`src/rtl/opsum_writeback.sv`:
```
// opsum_writeback: drains the conv-unit opsum stream into the GLB, raw or int8-requantized.
// Optional build macro RELU_ENABLE_EN clamps negative requantized values to zero.
module opsum_writeback #(
    parameter int ADDR_W     = 12,
    parameter int FIFO_DEPTH = 4
) (
    input  logic              clk,
    input  logic              reset,
    input  logic              start,
    input  logic [ADDR_W-1:0] base_addr,
    input  logic [ADDR_W-1:0] word_count,
    input  logic              final_mode,
    input  logic [3:0]        shift,
    input  logic              in_valid,
    input  logic [31:0]       in_data,
    output logic              in_ready,
    output logic              glb_we,
    output logic [ADDR_W-1:0] glb_addr,
    output logic [31:0]       glb_wdata,
    input  logic              glb_ready,
    output logic              busy,
    output logic              done
);

    localparam int PTR_W = (FIFO_DEPTH > 1) ? $clog2(FIFO_DEPTH) : 1;
    localparam int CNT_W = PTR_W + 1;

    typedef enum logic [1:0] {
        S_IDLE,
        S_RUN,
        S_DONE
    } state_t;

    state_t            state_q, state_d;
    logic [ADDR_W-1:0] rem_q, rem_d;
    logic [ADDR_W-1:0] addr_q, addr_d;
    logic              final_q, final_d;
    logic [3:0]        shift_q, shift_d;
    logic [15:0]       pack_q, pack_d;
    logic              pack_vld_q, pack_vld_d;

    logic [31:0]       mem_q [FIFO_DEPTH];
    logic [31:0]       mem_d [FIFO_DEPTH];
    logic [PTR_W-1:0]  wr_q, wr_d;
    logic [PTR_W-1:0]  rd_q, rd_d;
    logic [CNT_W-1:0]  cnt_q, cnt_d;

    logic              full;
    logic              empty;
    logic              accept;
    logic              pop;
    logic              push;
    logic [31:0]       push_data;
    logic [7:0]        q0;
    logic [7:0]        q1;

    // Round-half-up arithmetic shift, then saturate to int8 (or [0,127] with ReLU).
    function automatic logic [7:0] requant(input logic [15:0] p, input logic [3:0] sh);
        logic signed [16:0] rnd;
        logic signed [16:0] sum;
        logic signed [16:0] r;
        rnd = (sh == 4'd0) ? 17'sd0 : (17'sd1 <<< (sh - 4'd1));
        sum = $signed({p[15], p}) + rnd;
        r   = sum >>> sh;
`ifdef RELU_ENABLE_EN
        if (r < 17'sd0) r = 17'sd0;
`endif
        if (r > 17'sd127) return 8'h7f;
        else if (r < -17'sd128) return 8'h80;
        else return r[7:0];
    endfunction

    assign q0 = requant(in_data[15:0], shift_q);
    assign q1 = requant(in_data[31:16], shift_q);

    assign full      = (cnt_q == CNT_W'(FIFO_DEPTH));
    assign empty     = (cnt_q == '0);
    assign in_ready  = (state_q == S_RUN) && !full && (rem_q != '0);
    assign accept    = in_valid && in_ready;
    assign glb_we    = !empty;
    assign pop       = glb_we && glb_ready;
    assign glb_wdata = empty ? 32'h0 : mem_q[rd_q];
    assign glb_addr  = addr_q;
    assign busy      = (state_q == S_RUN);
    assign done      = (state_q == S_DONE);

    // Job control: config latch, input counting, packing, flush and completion.
    always_comb begin
        state_d    = state_q;
        rem_d      = rem_q;
        addr_d     = addr_q;
        final_d    = final_q;
        shift_d    = shift_q;
        pack_d     = pack_q;
        pack_vld_d = pack_vld_q;
        push       = 1'b0;
        push_data  = 32'h0;
        unique case (state_q)
            S_IDLE: begin
                if (start) begin
                    if (word_count != '0) begin
                        state_d    = S_RUN;
                        rem_d      = word_count;
                        addr_d     = base_addr;
                        final_d    = final_mode;
                        shift_d    = shift;
                        pack_vld_d = 1'b0;
                    end else begin
                        state_d = S_DONE;
                    end
                end
            end
            S_RUN: begin
                if (accept) begin
                    rem_d = rem_q - ADDR_W'(1);
                    if (!final_q) begin
                        push      = 1'b1;
                        push_data = in_data;
                    end else if (!pack_vld_q) begin
                        pack_d     = {q1, q0};
                        pack_vld_d = 1'b1;
                    end else begin
                        push       = 1'b1;
                        push_data  = {q1, q0, pack_q};
                        pack_vld_d = 1'b0;
                    end
                end else if (rem_q == '0 && pack_vld_q && !full) begin
                    push       = 1'b1;
                    push_data  = {16'h0, pack_q};
                    pack_vld_d = 1'b0;
                end
                if (rem_q == '0 && !pack_vld_q &&
                    (empty || (cnt_q == CNT_W'(1) && pop))) begin
                    state_d = S_DONE;
                end
            end
            S_DONE: begin
                state_d = S_IDLE;
            end
            default: begin
                state_d = S_IDLE;
            end
        endcase
        if (pop) addr_d = addr_q + ADDR_W'(1);
    end

    // Output FIFO bookkeeping; simultaneous push and pop keep occupancy.
    always_comb begin
        mem_d = mem_q;
        wr_d  = wr_q;
        rd_d  = rd_q;
        cnt_d = cnt_q;
        if (push) begin
            mem_d[wr_q] = push_data;
            wr_d        = wr_q + PTR_W'(1);
        end
        if (pop) rd_d = rd_q + PTR_W'(1);
        unique case ({push, pop})
            2'b10:   cnt_d = cnt_q + CNT_W'(1);
            2'b01:   cnt_d = cnt_q - CNT_W'(1);
            default: cnt_d = cnt_q;
        endcase
    end

    // State registers; reset discards any in-flight job at once.
    always_ff @(posedge clk or negedge reset) begin
        if (!reset) begin
            state_q    <= S_IDLE;
            rem_q      <= '0;
            addr_q     <= '0;
            final_q    <= 1'b0;
            shift_q    <= '0;
            pack_q     <= '0;
            pack_vld_q <= 1'b0;
            wr_q       <= '0;
            rd_q       <= '0;
            cnt_q      <= '0;
            for (int i = 0; i < FIFO_DEPTH; i++) mem_q[i] <= '0;
        end else begin
            state_q    <= state_d;
            rem_q      <= rem_d;
            addr_q     <= addr_d;
            final_q    <= final_d;
            shift_q    <= shift_d;
            pack_q     <= pack_d;
            pack_vld_q <= pack_vld_d;
            wr_q       <= wr_d;
            rd_q       <= rd_d;
            cnt_q      <= cnt_d;
            mem_q      <= mem_d;
        end
    end

endmodule

```
`config.mk`:
```
export PLATFORM = sky130hd
export DESIGN_NAME = opsum_writeback
export DESIGN_NICKNAME = d
export VERILOG_FILES = /design/src/rtl/opsum_writeback.sv
export SDC_FILE = /design/constraint.sdc
export NUM_CORES = 1
export LEC_CHECK = 0
export ABC_AREA = 1
export CAP_MARGIN = 20
export CORE_MARGIN = 1
export CORE_UTILIZATION = 59
export CTS_CLUSTER_SIZE = 12
export DETAILED_ROUTE_END_ITERATION = 10
export HOLD_SLACK_MARGIN = 0.03
export PLACE_DENSITY_LB_ADDON = 0.05
export SLEW_MARGIN = 20
export SYNTH_ARGS = -nofsm -noshare
export SYNTH_HDL_FRONTEND = slang
export SYNTH_SLANG_ARGS = --single-unit
export TNS_END_PERCENT = 30
```
`constraint.sdc`:
```
create_clock -name clk -period 4.6 [get_ports clk]
set_clock_uncertainty 0.2 [all_clocks]
set_input_delay 0.92 -clock clk [delete_from_list [all_inputs] [get_ports clk]]
set_output_delay 0.92 -clock clk [all_outputs]
set_load 0.02 [all_outputs]
```
## Word-level counts from Yosys, hierarchy flattened

Index checks and enable logic that the tools add are counted.

| storage, ports and cells | value |
|---|---|
| register bits | 183 |
| input bits | 66 |
| output and inout bits | 48 |
| word-level logic and storage cells | 121 |

| cells by class | value |
|---|---|
| add/subtract/negate cells | 9 |
| magnitude comparators | 7 |
| equal/unequal tests | 12 |
| shift operators | 3 |
| mux-type cells | 42 |
| bitwise operators | 3 |
| reduce and logical (&&, ||, !) cells | 31 |

Operator list:

| operator | number |
|---|---|
| 2-to-1 mux 32 bit | 8 |
| bitwise mux 128 bit | 1 |
| 2-to-1 mux 12 bit | 7 |
| binary-select mux 32 bit (select 2 bit) | 1 |
| demux 32 bit (select 2 bit) | 1 |
| adder 16 x 17 -> 17 bit | 2 |
| > comparator 17 x 8 -> 1 bit (second input constant) | 2 |
| less-than comparator 17 x 8 -> 1 bit (second input constant) | 2 |
| >>> shifter 17 x 4 -> 17 bit | 2 |
| 2-to-1 mux 8 bit | 4 |
| case mux 12 bit (2 select lines) | 1 |
| nonzero test 12 bit | 2 |
| 2-to-1 mux 17 bit | 1 |
| <<< shifter 2 x 4 -> 17 bit (first input constant) | 1 |
| 2-to-1 mux 16 bit | 1 |
| adder 12 x 1 -> 12 bit (second input constant) | 1 |
| zero test 12 bit | 1 |
| subtractor 12 x 1 -> 12 bit (second input constant) | 1 |
| 2-to-1 mux 1 bit | 11 |
| logical AND 1 bit | 10 |
| nonzero test 2 bit | 5 |
| AND reduction 4 bit | 2 |
| greater-or-equal comparator 3 bit (second input constant) | 2 |
| 2-to-1 mux 2 bit | 3 |
| other kinds (26) | 35 |

## Depth between registers and ports, before layout

Gate-level depths: netlist (run 1).

| logic depth | value |
|---|---|
| word-level depth | 13 |
| mapped depth | 34 |
| depth with buffers taken out | 34 |

## Worst setup path after synthesis (run 1)

No wires, ideal clock.

| timing | value |
|---|---|
| path type | register -> register |
| from | reg shift_q[0] |
| to | reg mem_q[56] (netlist name) |
| setup time | 0.117 ns |
| arrival time | 3.704 ns |
| required time | 4.283 ns |
| path slack | 0.579 ns |
| cell stages (with the launch flop) | 26 |
| buffers on the path | 2 |
| period minus slack after synthesis | 4.021 ns |
| cell sequence | dfrtp_1 -> clkinv_1 -> clkbuf_1 -> buf_1 -> nand2_1 -> nor2_1 -> ha_1 -> a21o_1 -> nor2_1 -> nor2_1 -> a211oi_1 -> nand3_2 -> nand2_4 -> inv_4 -> nand2_4 -> nand3_1 -> nand2_1 -> a21oi_1 -> nor2_1 -> nand2_1 -> o21ai_4 -> nand2_1 -> nand2_1 -> nand2_2 -> nand2_1 -> nand2_1 |

| between the ends | value |
|---|---|
| word-level cells in the longest chain between the ends | 13 |
| elaborated cells on any way between the ends | 15 |
| classes of those cells | 2 x add/sub; 2 x order compare; 2 x shift; 8 x mux; 1 x reduce/logical |

RTL lines:

| element | RTL line | RTL |
|---|---|---|
| start, declared | 38 | `logic [3:0] shift_q, shift_d;` |
| start signal, assigned | 184 | `shift_q <= shift_d;` |
| subtractor 4 x 1 -> 4 bit | 62 | `rnd = (sh == 4'd0) ? 17'sd0 : (17'sd1 <<< (sh - 4'd1));` |
| <<< shifter 2 x 4 -> 17 bit | 62 |  |
| 2-to-1 mux 17 bit | 62 |  |
| adder 16 x 17 -> 17 bit | 63 | `sum = $signed({p[15], p}) + rnd;` |
| >>> shifter 17 x 4 -> 17 bit * | 64 | `r = sum >>> sh;` |
| less-than comparator 17 x 8 -> 1 bit | 69 | `else if (r < -17'sd128) return 8'h80;` |
| 2-to-1 mux 8 bit | 69 |  |
| 2-to-1 mux 8 bit * | 68 | `if (r > 17'sd127) return 8'h7f;` |
| 2-to-1 mux 32 bit * | 119 | `end else if (!pack_vld_q) begin` |
| 2-to-1 mux 32 bit * | 116 | `if (!final_q) begin` |
| 2-to-1 mux 32 bit * | 114 | `if (accept) begin` |
| 2-to-1 mux 32 bit * | 98 | `unique case (state_q)` |
| bitwise mux 128 bit * | 154 | `mem_d[wr_q] = push_data;` |
| end signal, assigned | 190 | `mem_q <= mem_d;` |
| end, declared | 42 | `logic [31:0] mem_q [FIFO_DEPTH];` |

Every way passes the cells marked *; elsewhere a longest branch is shown, timed or not.
A chain may end at the register's enable or synchronous reset.

## Final worst setup path (run 1)

| timing | value |
|---|---|
| from | reg shift_q[1] |
| to | reg mem_q[29] (netlist name) |

The elaborated chain is that of the path after synthesis.

==> impl_metrics.toml, run 1 <==
[route]
drt_first_iter_violations = 1327
drc_errors = 0
via_per_inst = 5.806
ant_nets = 0
wl_per_cell_microns = 17.32
via_count = 13935
finalWirelength_microns = 41560
drt_first_pass_iters = 5

[placed_design]
pre_cts_ws_ns = 0.07758
port_buffers = 113
dp_hpwl_microns = 29940
gp_congestion = 1.028

[critical_path]
slowest_stage = "dfrtp_1"
critical_path_required_ns = 4.77
rr_endpoint = "mem_q[29]"
cp_max_fo = 7
worstPathArrival_ns = 4.32
crit_path_frequent_cell = "nand2_1"
r2r_slack_ns = 0.45
critPathLaunchType = "flip-flop"
r2r_start = "shift_q[1]"
worstSetupEndpointType = "flip-flop"
r2r_cells = 31
slowest_delay_ns = 0.49
critPathKind = "reg -> reg"

[cells_and_area]
diodes = 0
final_nets = 2209
final_layout_size_suffix_gt1_frac = 0.07594
area_delta_synth_final_pct = 15.94

[grt]
grt_pass1_vias = 12954
grt_start_max_net_pins = 88
overflow = 0
grt_use_total = 0.3731
antenna_found_initial = 0
top_usage_layer = "met2"
gr-usage-met1 = 0.5011
grt_pass1_wl_microns = 66050
grtUsageMet3 = 0.05241
grtUsageMet2 = 0.6057

[worst_hold_path]
hold_end = "mem_q[2]"
hold_depth = 2
hp-start = "mem_q[2]"
hp-class = "reg -> reg"

[synthesis]
ys_types = 52
ys_seq_area_frac = 0.3484
yosysTopAreaCellShare = 0.3484
synth_warnings = 0
synth-edff-count = 0
ys_ff_latch = 183
synth-main-ff-cell = "dfrtp_1"
synth_area_leaders = "dfrtp_1 35%, nand2_1 18%, nand3_1 7.8%, o21ai_0 7.5%, inv_1 5.1%"
avgSynthCellArea_sq_um = 6.500
synthCells = 2022
synth_area_sq_um = 13140
synth_top_area_cell = "dfrtp_1"
async_flop_share = 1.000

[clock_network]
cts.clk_slew.worst_paths_ns = 0.07
cts.sinks = 183
hold_buffers = 0
cts_max_path_buffers = 2
htree_levels = 4
cts_tree = "yes"
cts_buffers = 17
insertion_delay_ns = 0.44
root_buffer = "clkbuf_16"

[power]
seq_power_share = 0.256
p_per_area_nw_per_um2 = 706.4
p_leak_nw = 7.724
internal_power_mw = 5.372
swShare = 0.5010
vdd_drop_max_uv = 455.1
power_frac_comb = 0.605
switching_power_mw = 5.392
pwr-share-clk = 0.139

[sta]
fin_ws_ns = 0.4502
fmax_mhz = 241.0
post-route-min-period_ns = 4.150
worstMarginPinSlew_ns = 0.8319
finalSetupViolations = 0
tns_ns = 0
finalHoldViolCount = 0
rsz0062_at_grt = "false"
slew_viol_final = 0
post-route-period-util = 0.9021
slew_headroom = 0.4454

[die]
rows = 54
start_util = 0.6022
die_width_microns = 151.3
coreArea_sq_um = 21820
ios = 114
die_h_microns = 151.3
dieArea_sq_um = 22880

[status]
status = "completed"

[job]
drv_cap = 0
==> timing repair <==
item,4_1_cts,5_1_grt
buffers inserted,0,2
endpoints found under the setup margin,0,77
resized for setup,0,13
==> critical path: cells and delay by family (launching register included) <==
family	cells	cell delay [ns]
buffers and inverters	4	0.46
and+or+nand+nor	24	2.17
DFF	1	0.49
AOI/OAI and AO/OA	2	0.42
adders and majority gates	1	0.33
==> logic make-up after synthesis <==
family	count (synthesis)	share of synthesized area
other	1	0.0002853
adder cells (fa/ha/maj)	35	0.03332
multiplexers	1	0.0007616
flip-flops	183	0.3484
buffers and inverters	288	0.08616
XOR/XNOR	20	0.01333
AO/OA/AOI/OAI	377	0.1568
AND/OR/NAND/NOR	1117	0.3609
==> power by group through the flow <==
stage / clock network [mW] / registers (mW) / logic, mW
2_1_floorplan: 0 / 2.68 / 4.37
3_3_place_gp: 0 / 2.74 / 6.21
3_5_place_dp: 0 / 2.77 / 6.31
4_1_cts: 1.51 / 2.75 / 6.37
5_1_grt: 1.57 / 2.84 / 7.23
6_report: 1.50 / 2.76 / 6.51
==> flip-flops by register name, summed over array words and instances (netlist names) <==
name        flops
mem_q         128
pack_q         16
glb_addr       12
rem_q          12
shift_q         4
cnt_q           3
rd_q            2
state_q         2
wr_q            2
final_q         1
pack_vld_q      1
==> worst max path at each step <==
stage | from | slack, ns | endpoint
4_1_cts | shift_q[0] | 0.22 | mem_q[18]
2_1_floorplan | shift_q[0] | 0.58 | mem_q[56]
5_1_grt | shift_q[0] | 0.01 | mem_q[114]
6_report | shift_q[1] | 0.45 | mem_q[29]
3_5_place_dp | in_data[1] | 0.08 | mem_q[18]
3_3_place_gp | in_data[1] | 0.08 | mem_q[18]
==> layer usage <==
metal / routed length (microns) / vias up
met1: 17900 / 6479
met2: 19230 / 592
met5: 0 / -
met3: 3058 / 99
met4: 1364 / 0
li1: - / 6765
==> cells in the final DEF, fill, tap and decap left out, drive strengths merged, types with 4 or more instances in the layout <==
cell,n
dfrtp,183
o221ai,5
a21oi,107
clkinv,10
xor2,15
nand4,12
or2,4
a211oi,14
o31ai,4
buf,47
o211ai,8
inv,196
clkbuf,17
ha,35
nor2,182
o22ai,13
nand3,211
a31oi,8
nor3,19
o21ai,202
clkdlybuf4s50,112
nand2,678
xnor2,5
==> synth_stat cells, drive strengths merged (6+ instances only) <==
cell	number
nand2	678
buf	29
nand4	12
o21ai	202
nor3	19
inv	189
a21oi	107
a211oi	14
o22ai	13
clkbuf	64
nand3	211
nor2	182
clkinv	6
ha	35
dfrtp	183
xor2	15
o211ai	8
a31oi	8
==> final cells by class <==
| class | instances | area [sq um] |
|---|---|---|
| flip-flops and latches | 183 | 4582 |
| well taps | 280 | 350.3 |
| fillers | 1898 | 6586 |
| inverters | 195 | 738.2 |
| repair buffers | 159 | 1503 |
| multi-input cells | 1552 | 7480 |
| clock buffers | 17 | 425.4 |
| clock inverters | 14 | 158.9 |
==> metrics by stage <==
| step | utilization | std cells | area, sq um | hold slack [ns] | power [mW] |
|---|---|---|---|---|---|
| 2_1_floorplan | - | 2023 | 13150 | 0.2436 | 7.047 |
| 4_1_cts | 0.6957 | 2398 | 15180 | 0.2789 | 10.63 |
| 3_3_place_gp | 0.6690 | 2367 | 14600 | 0.2562 | 8.956 |
| 3_5_place_dp | 0.6690 | 2367 | 14600 | 0.2599 | 9.087 |
| 6_report | 0.6982 | 2400 | 15240 | 0.2791 | 10.76 |
| 5_1_grt | 0.6982 | 2400 | 15240 | 0.2925 | 11.64 |
Power figures use the tool's default switching activity.
==> run 2: changes to the inputs <==
CORE_UTILIZATION = 55   (was 59)
==> impl_metrics.toml, run 2 (same netlist as run 1, synthesis figures left out) <==
[clock_network]
root_buffer = "clkbuf_16"
cts_buffers = 17
cts.clk_slew.worst_paths_ns = 0.08
cts_max_path_buffers = 2
htree_levels = 4
cts.sinks = 183
insertion_delay_ns = 0.44
cts_tree = "yes"
hold_buffers = 0

[grt]
grt_pass1_wl_microns = 67610
grt_use_total = 0.3546
grt_start_max_net_pins = 78
antenna_found_initial = 0
grt_pass1_vias = 12946
overflow = 0

[die]
die_h_microns = 156.6
start_util = 0.5599
coreArea_sq_um = 23470
dieArea_sq_um = 24520
rows = 56
die_width_microns = 156.6
ios = 114

[critical_path]
slowest_delay_ns = 0.49
path_delay_family = "simple AND/OR/NAND/NOR gates"
worstSetupEndpointType = "flip-flop"
crit_path_frequent_cell = "nand2_1"
worstPathBufferInverterCount = 3
cp_max_fo = 7
critPathKind = "reg -> reg"
critical_path_required_ns = 4.73
critPathLaunchType = "flip-flop"
worst-path-stages = 29
r2r_cells = 29
slowest_stage = "dfrtp_1"
worstPathArrival_ns = 4.31

[sta]
post-route-period-util = 0.9089
rsz0062_at_grt = "false"
fmax_mhz = 239.2
slew_headroom = 0.4708
slew_viol_final = 0
worstMarginPinSlew_ns = 0.7938
tns_ns = 0
post-route-min-period_ns = 4.181
finalHoldViolCount = 0
finalSetupViolations = 0

[worst_hold_path]
hp-class = "in -> async"

[cells_and_area]
final_layout_size_suffix_gt1_frac = 0.07703
multi_input_area_sq_um = 7457
seq_area_sq_um = 4582
final_common_cell = "nand2_1"
final_cell_mix = "640 x nand2_1, 205 x nand3_1, 196 x o21ai_0"
largest_reg_flops = 128
fin_area_sq_um = 15380
area_delta_synth_final_pct = 17.05
reg_top3 = "mem_q x128, pack_q x16"
fillers = 2107
final_nets = 2217
diodes = 0
regMostFlops = "mem_q"
postLayoutCoreUtil = 0.6554

[route]
ant_nets = 0
drt_first_pass_iters = 7
via_count = 13975
via_per_inst = 5.709
wl_per_cell_microns = 17.26
finalWirelength_microns = 42250
drc_errors = 0
drt_first_iter_violations = 1466

[power]
p_leak_nw = 7.779
p_per_area_nw_per_um2 = 705.4
vdd_drop_max_uv = 392.2

[placed_design]
gp_congestion = 0.9585
port_buffers = 113
postPlaceCellArea_sq_um = 14750
dp_hpwl_microns = 30560

[job]
drv_cap = 0

[status]
status = "completed"
## run 2: cell count changes in the layout (fill, tap and decap cells not counted), moves of 2 or more
| cell | change |
|---|---|
| nor2_1 | +2 |
| clkinv_4 | -2 |
| buf_4 | +5 |
| buf_12 | +2 |
## run 2: path summary, 6_finish.rpt
check                                 from          to  slack (ns)
worst max-delay path            shift_q[0]   mem_q[82]        0.42
worst min-delay path                 reset    rem_q[0]        0.28
worst max register to register  shift_q[0]   mem_q[82]        0.42
worst min register to register    mem_q[8]    mem_q[8]        0.28
max in group asynchronous            reset  shift_q[2]        2.94
min in group clk                  mem_q[8]    mem_q[8]        0.28
## run 2: what timing repair did
| item | CTS | global route |
|---|---|---|
| buffers inserted | 0 | 0 |
| endpoints found under the setup margin | 0 | 62 |
| resized for setup | 0 | 7 |
## run 2: through the flow
stage	hold WS [ns]	cells	total power [mW]	worst slack, ns
2_1_floorplan	0.2436	2023	7.047	0.5792
3_3_place_gp	0.2560	2416	9.069	0.08812
3_5_place_dp	0.2600	2416	9.180	0.1179
4_1_cts	0.2784	2448	10.77	0.3144
5_1_grt	0.2954	2448	11.73	0.02459
6_report	0.2770	2448	10.85	0.4192
## run 2: power by group
part	leakage [nW]	internal [mW]	switching, mW	total, mW
logic	5.12	2.32	4.21	6.53
clock network	0.291	0.830	0.723	1.55
registers	2.36	2.31	0.466	2.77
total	7.78	5.46	5.39	10.9
## run 2: area by class of cell
cell class	instances	share of cell area
clock buffer	18	0.02790
timing repair buffer	167	0.1035
multi-input combinational	1552	0.4847
clock inverter	14	0.01212
sequential	183	0.2978
inverter	195	0.04799
tap	319	0.02595
## run 2: layer usage
layer	vias up	global-route usage	share of wire
li1	6786	-	-
met1	6515	0.4762	0.43
met2	588	0.5795	0.46
met3	86	0.04625	0.073
met5	-	0	0
met4	0	0.1396	0.032
==> run 3: changes to the inputs <==
CAP_MARGIN = unset   (was 20)
==> results of run 3 <==
No change in the layout: final DEF, timing and power equal those of run 2.
